**src/rtl/skin_bbox.sv**
```systemverilog
// skin_bbox: per-frame bounding box of skin pixels from the skindet mask.
// Tracks min/max X/Y of pixels with iY >= SKIN_THR while a frame is active,
// publishes the box one cycle after frame end, and re-times the RGB stream.
// Optional feature macro: SKIN_BBOX_OVERLAY_EN draws the published box border
// in green over the following frame's RGB stream.
module skin_bbox #(
  parameter int unsigned COORD_W    = 12,
  parameter int unsigned SKIN_THR   = 128,
  parameter int unsigned MIN_PIXELS = 64
) (
  input  logic               iClk,
  input  logic               iRst,
  input  logic [7:0]         iY,
  input  logic [7:0]         iR,
  input  logic [7:0]         iG,
  input  logic [7:0]         iB,
  input  logic               iLineValid,
  input  logic               iFrameValid,
  output logic [7:0]         oR,
  output logic [7:0]         oG,
  output logic [7:0]         oB,
  output logic               oLineValid,
  output logic               oFrameValid,
  output logic [COORD_W-1:0] oXMin,
  output logic [COORD_W-1:0] oXMax,
  output logic [COORD_W-1:0] oYMin,
  output logic [COORD_W-1:0] oYMax,
  output logic               oBoxValid,
  output logic               oFrameDone
);

  localparam int unsigned CNT_W = 2 * COORD_W;
  localparam logic [7:0]       THR  = 8'(SKIN_THR);
  localparam logic [CNT_W-1:0] MINP = CNT_W'(MIN_PIXELS);

  typedef enum logic [1:0] {IDLE, ACTIVE, LATCH} state_e;

  state_e             state_q, state_d;
  logic               fv_q, lv_q;
  logic [COORD_W-1:0] x_q, x_d, y_q, y_d;
  logic [COORD_W-1:0] wxmin_q, wxmin_d, wxmax_q, wxmax_d;
  logic [COORD_W-1:0] wymin_q, wymin_d, wymax_q, wymax_d;
  logic [CNT_W-1:0]   cnt_q, cnt_d;
  logic               publish;
  logic               fv_rise, fv_fall, lv_fall, pix, skin;
  logic [7:0]         r_d, g_d, b_d;

  assign fv_rise = iFrameValid & ~fv_q;
  assign fv_fall = ~iFrameValid & fv_q;
  assign lv_fall = ~iLineValid & lv_q;
  assign pix     = iLineValid & iFrameValid;
  assign skin    = pix && (iY >= THR);

  // Pixel coordinate counters; clears take priority over increments, both saturate.
  always_comb begin
    x_d = x_q;
    y_d = y_q;
    if (lv_fall)
      x_d = '0;
    else if (pix && (x_q != '1))
      x_d = x_q + 1'b1;
    if (fv_rise)
      y_d = '0;
    else if (lv_fall && iFrameValid && (y_q != '1))
      y_d = y_q + 1'b1;
  end

  // Frame FSM next state plus work-box tracking.
  always_comb begin
    state_d = state_q;
    wxmin_d = wxmin_q;
    wxmax_d = wxmax_q;
    wymin_d = wymin_q;
    wymax_d = wymax_q;
    cnt_d   = cnt_q;
    publish = 1'b0;
    unique case (state_q)
      IDLE: begin
        if (fv_rise) begin
          state_d = ACTIVE;
          wxmin_d = '1;
          wxmax_d = '0;
          wymin_d = '1;
          wymax_d = '0;
          cnt_d   = '0;
        end
      end
      ACTIVE: begin
        if (fv_fall) begin
          state_d = LATCH;
        end else if (skin) begin
          if (x_q < wxmin_q) wxmin_d = x_q;
          if (x_q > wxmax_q) wxmax_d = x_q;
          if (y_q < wymin_q) wymin_d = y_q;
          if (y_q > wymax_q) wymax_d = y_q;
          if (cnt_q != '1) cnt_d = cnt_q + 1'b1;
        end
      end
      LATCH: begin
        publish = 1'b1;
        if (iFrameValid) begin
          state_d = ACTIVE;
          wxmin_d = '1;
          wxmax_d = '0;
          wymin_d = '1;
          wymax_d = '0;
          cnt_d   = '0;
        end else begin
          state_d = IDLE;
        end
      end
      default: state_d = IDLE;
    endcase
  end

`ifdef SKIN_BBOX_OVERLAY_EN
  logic in_x, in_y, border;

  // Border test against the published (previous frame's) box.
  always_comb begin
    in_x   = (x_q >= oXMin) && (x_q <= oXMax);
    in_y   = (y_q >= oYMin) && (y_q <= oYMax);
    border = oBoxValid && pix &&
             ((((x_q == oXMin) || (x_q == oXMax)) && in_y) ||
              (((y_q == oYMin) || (y_q == oYMax)) && in_x));
    r_d = iR;
    g_d = iG;
    b_d = iB;
    if (border) begin
      r_d = 8'h00;
      g_d = 8'hFF;
      b_d = 8'h00;
    end
  end
`else
  // RGB passes straight through to the output register.
  always_comb begin
    r_d = iR;
    g_d = iG;
    b_d = iB;
  end
`endif

  // State, counters, published box and video re-timing registers.
  // Edge regs preset to 1 so a frame already running at reset release is skipped.
  always_ff @(posedge iClk or negedge iRst) begin
    if (!iRst) begin
      state_q     <= IDLE;
      fv_q        <= 1'b1;
      lv_q        <= 1'b1;
      x_q         <= '0;
      y_q         <= '0;
      wxmin_q     <= '0;
      wxmax_q     <= '0;
      wymin_q     <= '0;
      wymax_q     <= '0;
      cnt_q       <= '0;
      oXMin       <= '0;
      oXMax       <= '0;
      oYMin       <= '0;
      oYMax       <= '0;
      oBoxValid   <= 1'b0;
      oFrameDone  <= 1'b0;
      oR          <= '0;
      oG          <= '0;
      oB          <= '0;
      oLineValid  <= 1'b0;
      oFrameValid <= 1'b0;
    end else begin
      state_q     <= state_d;
      fv_q        <= iFrameValid;
      lv_q        <= iLineValid;
      x_q         <= x_d;
      y_q         <= y_d;
      wxmin_q     <= wxmin_d;
      wxmax_q     <= wxmax_d;
      wymin_q     <= wymin_d;
      wymax_q     <= wymax_d;
      cnt_q       <= cnt_d;
      oFrameDone  <= publish;
      if (publish) begin
        oXMin     <= wxmin_q;
        oXMax     <= wxmax_q;
        oYMin     <= wymin_q;
        oYMax     <= wymax_q;
        oBoxValid <= (cnt_q >= MINP);
      end
      oR          <= r_d;
      oG          <= g_d;
      oB          <= b_d;
      oLineValid  <= iLineValid;
      oFrameValid <= iFrameValid;
    end
  end

endmodule
```
**config.mk**
```make
export PLATFORM = sky130hd
export DESIGN_NAME = skin_bbox
export DESIGN_NICKNAME = d
export VERILOG_FILES = /design/src/rtl/skin_bbox.sv
export SDC_FILE = /design/constraint.sdc
export NUM_CORES = 1
export LEC_CHECK = 0
export BUFFER_PORTS_ARGS = -buffer_cell sky130_fd_sc_hd__clkbuf_2
export CAP_MARGIN = 10
export CORE_MARGIN = 3
export CORE_UTILIZATION = 45
export CTS_BUF_LIST = sky130_fd_sc_hd__clkbuf_2
export DETAILED_ROUTE_END_ITERATION = 8
export GPL_TIMING_DRIVEN = 0
export PLACE_DENSITY_LB_ADDON = 0.1
export SLEW_MARGIN = 20
export SYNTH_ARGS = -nofsm -noshare
export SYNTH_HDL_FRONTEND = slang
export SYNTH_SLANG_ARGS = --single-unit
```
**constraint.sdc**
```tcl
create_clock -name iClk -period 2.2 [get_ports iClk]
set_clock_uncertainty 0.05 [all_clocks]
set_input_delay 0.11 -clock iClk [delete_from_list [all_inputs] [get_ports iClk]]
set_output_delay 0.11 -clock iClk [all_outputs]
set_load 0.02 [all_outputs]
```
==> impl_metrics.env <==
export IMPL_finish_net_count=1127
export IMPL_slew_headroom_pct=51.1
export IMPL_setup_violations_final=0
export IMPL_syn_num_nets=917
export IMPL_vdd_ir_drop_max_v=0.000330
export IMPL_detail_route_first_pass_iterations=4
export IMPL_power_per_cell_area_nw_per_um2=674
export IMPL_area_growth_synth_to_final_pct=26.3
export IMPL_numClockSinks=176
export IMPL_synth_top_flop_cell="sky130_fd_sc_hd__dfrtp_1"
export IMPL_grt_first_pass_wirelength_mm=34.6
export IMPL_die_span_in_y_microns=143
export IMPL_met2_length_mm=10.2
export IMPL_synth_seq_cells=176
export IMPL_grt_start_max_net_pins=90
export IMPL_critical_path_top_delay_family="compound AO/OA/AOI/OAI gates"
export IMPL_status="completed"
export IMPL_clk_latency_ns=0.73
export IMPL_vias_per_cell=5.25
export IMPL_flip_flop_count_of_the_largest_register_after_layout=24
export IMPL_synth_async_sr_flop_share_pct=100
export IMPL_placementRows=49
export IMPL_share_of_final_layout_standard_cells_stronger_than_drive_strength_1_pct=24.9
export IMPL_met3_wirelength_microns=832
export IMPL_cts_root_to_sink_buffers=2
export IMPL_detail_route_wl_per_cell_microns=16.6
export IMPL_final_instance_count_excl_fill=1284
export IMPL_route_top_layer_used="met4"
export IMPL_timing_fmax_ghz=0.460
export IMPL_grt_antenna_before_repair=1
export IMPL_routed_wirelength_mm=21.4
export IMPL_synth_top_family_by_area="simple AND/OR/NAND/NOR gates"
export IMPL_crit_start="x_q[4]$_DFFE_PN0P_"
export IMPL_timing_critical_path_arrival_ns=2.75
export IMPL_routed_via_count=6745
export IMPL_criticalPathCategory="flip-flop to flip-flop"
export IMPL_netSwitchingPower_mw=2.35
export IMPL_netlist_cell_type_count=51
export IMPL_wl_met1_mm=10.1
export IMPL_worst_r2r_src="x_q[4]$_DFFE_PN0P_"
export IMPL_setup_worst_path_start_class="flip-flop"
export IMPL_rsz0062_at_grt="yes"
export IMPL_holdCritPathClass="input port to flip-flop"
export IMPL_cts_inserted_buffers=17
export IMPL_global_route_overflow_total=0
export IMPL_required_worst_endpoint_ns=2.78
export IMPL_synth_area_per_cell_sq_um=10.2
export IMPL_totalNegativeSetupSlack_ns=0
export IMPL_register_to_register_setup_slack_ns=0.03
export IMPL_nFillCells=1572
export IMPL_synth_compound_area_share_pct=7.93
export IMPL_core_sq_um=18200
export IMPL_antenna_left=0
export IMPL_largest_register_by_flop_count="cnt_q"
export IMPL_comb_power_share_pct=22.6
export IMPL_critical_path_stages=7
export IMPL_crit_path_max_incr_delay_ns=0.53
export IMPL_synth_seq_area_share_pct=52.0
export IMPL_synthesis_instances=831
export IMPL_crit_path_cell_trace="ha_1 > nand4_1 > nor2_2 > a2111oi_4 > o21ai_2 > buf_6 > mux2_1"
export IMPL_synth_edff_count=0
export IMPL_finalPower_mw=7.21
export IMPL_yosys_area_share_xor_xnor_pct=3.10
export IMPL_initial_core_utilization_pct=46.5
export IMPL_floorplan_die_area_sq_um=20500
export IMPL_drtIter0Drc=310
export IMPL_grt_usage_pct=21.3
export IMPL_ys_warn_count=0
export IMPL_cts_reportedPaths_clkPinSlew_ns=0.24
export IMPL_layout_cells_most_common_list="sky130_fd_sc_hd__dfrtp_1, sky130_fd_sc_hd__nand2_1, sky130_fd_sc_hd__clkbuf_2, sky130_fd_sc_hd__o21ai_0, sky130_fd_sc_hd__dlygate4sd3_1"
export IMPL_place_inst=1165
export IMPL_vias_in_the_first_global_route=6651
export IMPL_synth_simple_area_share_pct=18.4
export IMPL_globalplace_congestion=0.847
export IMPL_max_cap_viol_count=0
export IMPL_remaining_drc_errors=0
export IMPL_post_synth_fa_ha_maj_area_fraction_pct=7.38
export IMPL_finalHoldViolations=0
export IMPL_end_kind="flip-flop"
export IMPL_dp_worst_setup_slack_ns=-0.349
export IMPL_cts_tree="done"
export IMPL_switching_fraction_pct=32.6
export IMPL_critical_path_max_fanout=7
export IMPL_layout_cells_most_common="sky130_fd_sc_hd__dfrtp_1"
export IMPL_cp_slowest_cell="sky130_fd_sc_hd__dfrtp_2"
export IMPL_capture_point_of_the_critical_path="wxmin_q[10]$_DFFE_PN0P_"
export IMPL_htree_levels=4
export IMPL_finalCritPeriodShare_pct=98.8
export IMPL_power_share_clock_pct=24.7
export IMPL_internal_power_consumption_mw=4.86
export IMPL_finalWorstPathRequiredPeriod_ns=2.17
export IMPL_power_leakage_nw=4.98
export IMPL_io_buffers=104
export IMPL_floorplan_die_width_microns=143
export IMPL_worstPathBufferInverterCount=1
export IMPL_synthesis_area_sq_um=8470
export IMPL_ff2ff_path_depth=7
export IMPL_minimum_setup_slack_in_the_final_design_ns=0.0274
export IMPL_ioPinCount=112
export IMPL_dpl_hpwl_mm=14.1
export IMPL_final_number_of_max_transition_violations=0
export IMPL_cts_root_buffer_cell="sky130_fd_sc_hd__clkbuf_2"
export IMPL_synthMuxAreaShare_pct=6.85
export IMPL_power_sequential_fraction_pct=52.6
export IMPL_worstReg2RegEnd="wxmin_q[10]$_DFFE_PN0P_"
export IMPL_worst_slew_pin_transition_ns=0.734
-- kinds of logic after synthesis --
kind of cell,Yosys count
and+or+nand+nor,315
DFF,176
AOI/OAI and AO/OA,114
buffers and inverters,91
muxes,55
adders and majority gates,50
xor gates and xnor gates,30
-- per-layer routing --
metal,track usage (%),vias to the layer above
li1,-,3278
met1,29.5,3293
met2,34.7,156
met3,3.85,18
met4,5.95,0
met5,0,-
-- worst min-delay path by stage --
| stage | startpoint | to | slack (ns) | cells after the start |
|---|---|---|---|---|
| 5_1_grt | iLineValid | oLineValid$_DFF_PN0_ | 0.008 | 2 |
| 3_5_place_dp | iRst | oG[7]$_DFF_PN0_ | 0.17 | 1 |
| 2_1_floorplan | iRst | cnt_q[0]$_DFFE_PN0P_ | -0.24 | 0 |
| 6_report | iLineValid | oLineValid$_DFF_PN0_ | 0.10 | 2 |
| 3_3_place_gp | iG[1] | oG[1]$_DFF_PN0_ | 0.17 | 1 |
| 4_1_cts | iLineValid | oLineValid$_DFF_PN0_ | 0.02 | 2 |
-- stage by stage --
stage	cell area [sq um]	util [%]	hold slack, ns
6_report	10700	58.8	0.102
5_1_grt	10700	58.8	0.00757
4_1_cts	10300	56.8	0.0162
3_5_place_dp	9320	51.2	0.170
3_3_place_gp	9280	51.0	0.168
2_1_floorplan	8480	-	-0.236
-- layout make-up --
type	count	area, sq um	share of cell area [%]
tap	229	287	2.68
buffer	37	200	1.87
clock inverter	14	165	1.54
timing repair buffer	192	1370	12.8
sequential	176	4430	41.4
antenna	1	2.50	0.0234
multi-input combinational	564	3960	37.0
clock buffer	18	90.1	0.842
inverter	53	199	1.86
-- synthesized netlist by cell type, types with 4 or more instances --
library cell	count	area (sq um)
sky130_fd_sc_hd__dfrtp_1	174	4350
sky130_fd_sc_hd__nand2_1	145	544
sky130_fd_sc_hd__o21ai_0	59	295
sky130_fd_sc_hd__inv_1	53	199
sky130_fd_sc_hd__ha_1	50	626
sky130_fd_sc_hd__nor2_1	49	184
sky130_fd_sc_hd__mux2i_1	31	310
sky130_fd_sc_hd__clkbuf_1	28	105
sky130_fd_sc_hd__xnor2_1	26	228
sky130_fd_sc_hd__nand3_1	22	110
sky130_fd_sc_hd__nand4_1	18	113
sky130_fd_sc_hd__a21oi_1	17	85.1
sky130_fd_sc_hd__mux2_1	16	180
sky130_fd_sc_hd__nor4_1	13	81.3
sky130_fd_sc_hd__nor3_1	11	55.1
sky130_fd_sc_hd__and3_1	9	56.3
sky130_fd_sc_hd__a21o_1	8	60.1
sky130_fd_sc_hd__mux2_2	8	90.1
sky130_fd_sc_hd__nor2b_1	8	50.1
sky130_fd_sc_hd__or3_1	8	50.1
sky130_fd_sc_hd__a211oi_1	7	52.6
sky130_fd_sc_hd__buf_2	7	35.0
sky130_fd_sc_hd__nor4_2	7	87.6
sky130_fd_sc_hd__and4_1	6	52.6
sky130_fd_sc_hd__nand2b_1	4	25.0
sky130_fd_sc_hd__o2111ai_1	4	35.0
sky130_fd_sc_hd__o21ai_1	4	20.0
sky130_fd_sc_hd__xor2_1	4	35.0
-- power by group through the flow --
| stage | combinational, mW | sequential (mW) | clock, mW |
|---|---|---|---|
| global route | 1.82 | 3.84 | 1.99 |
| detailed placement | 1.42 | 3.86 | 0 |
| finish | 1.63 | 3.79 | 1.78 |
| global placement | 1.39 | 3.86 | 0 |
| CTS | 1.54 | 3.80 | 1.86 |
| floorplan | 0.594 | 4.11 | 0 |
-- what timing repair did --
action / CTS / global route
setup endpoints to repair: 75 / 66
hold endpoints to repair: 240 / 0
hold buffers: 55 / 0
buffers inserted: 16 / 14
pin swaps: 5 / 7
gates cloned: 2 / 0
resized for setup: 38 / 51
(Power assumes the default switching activity.)
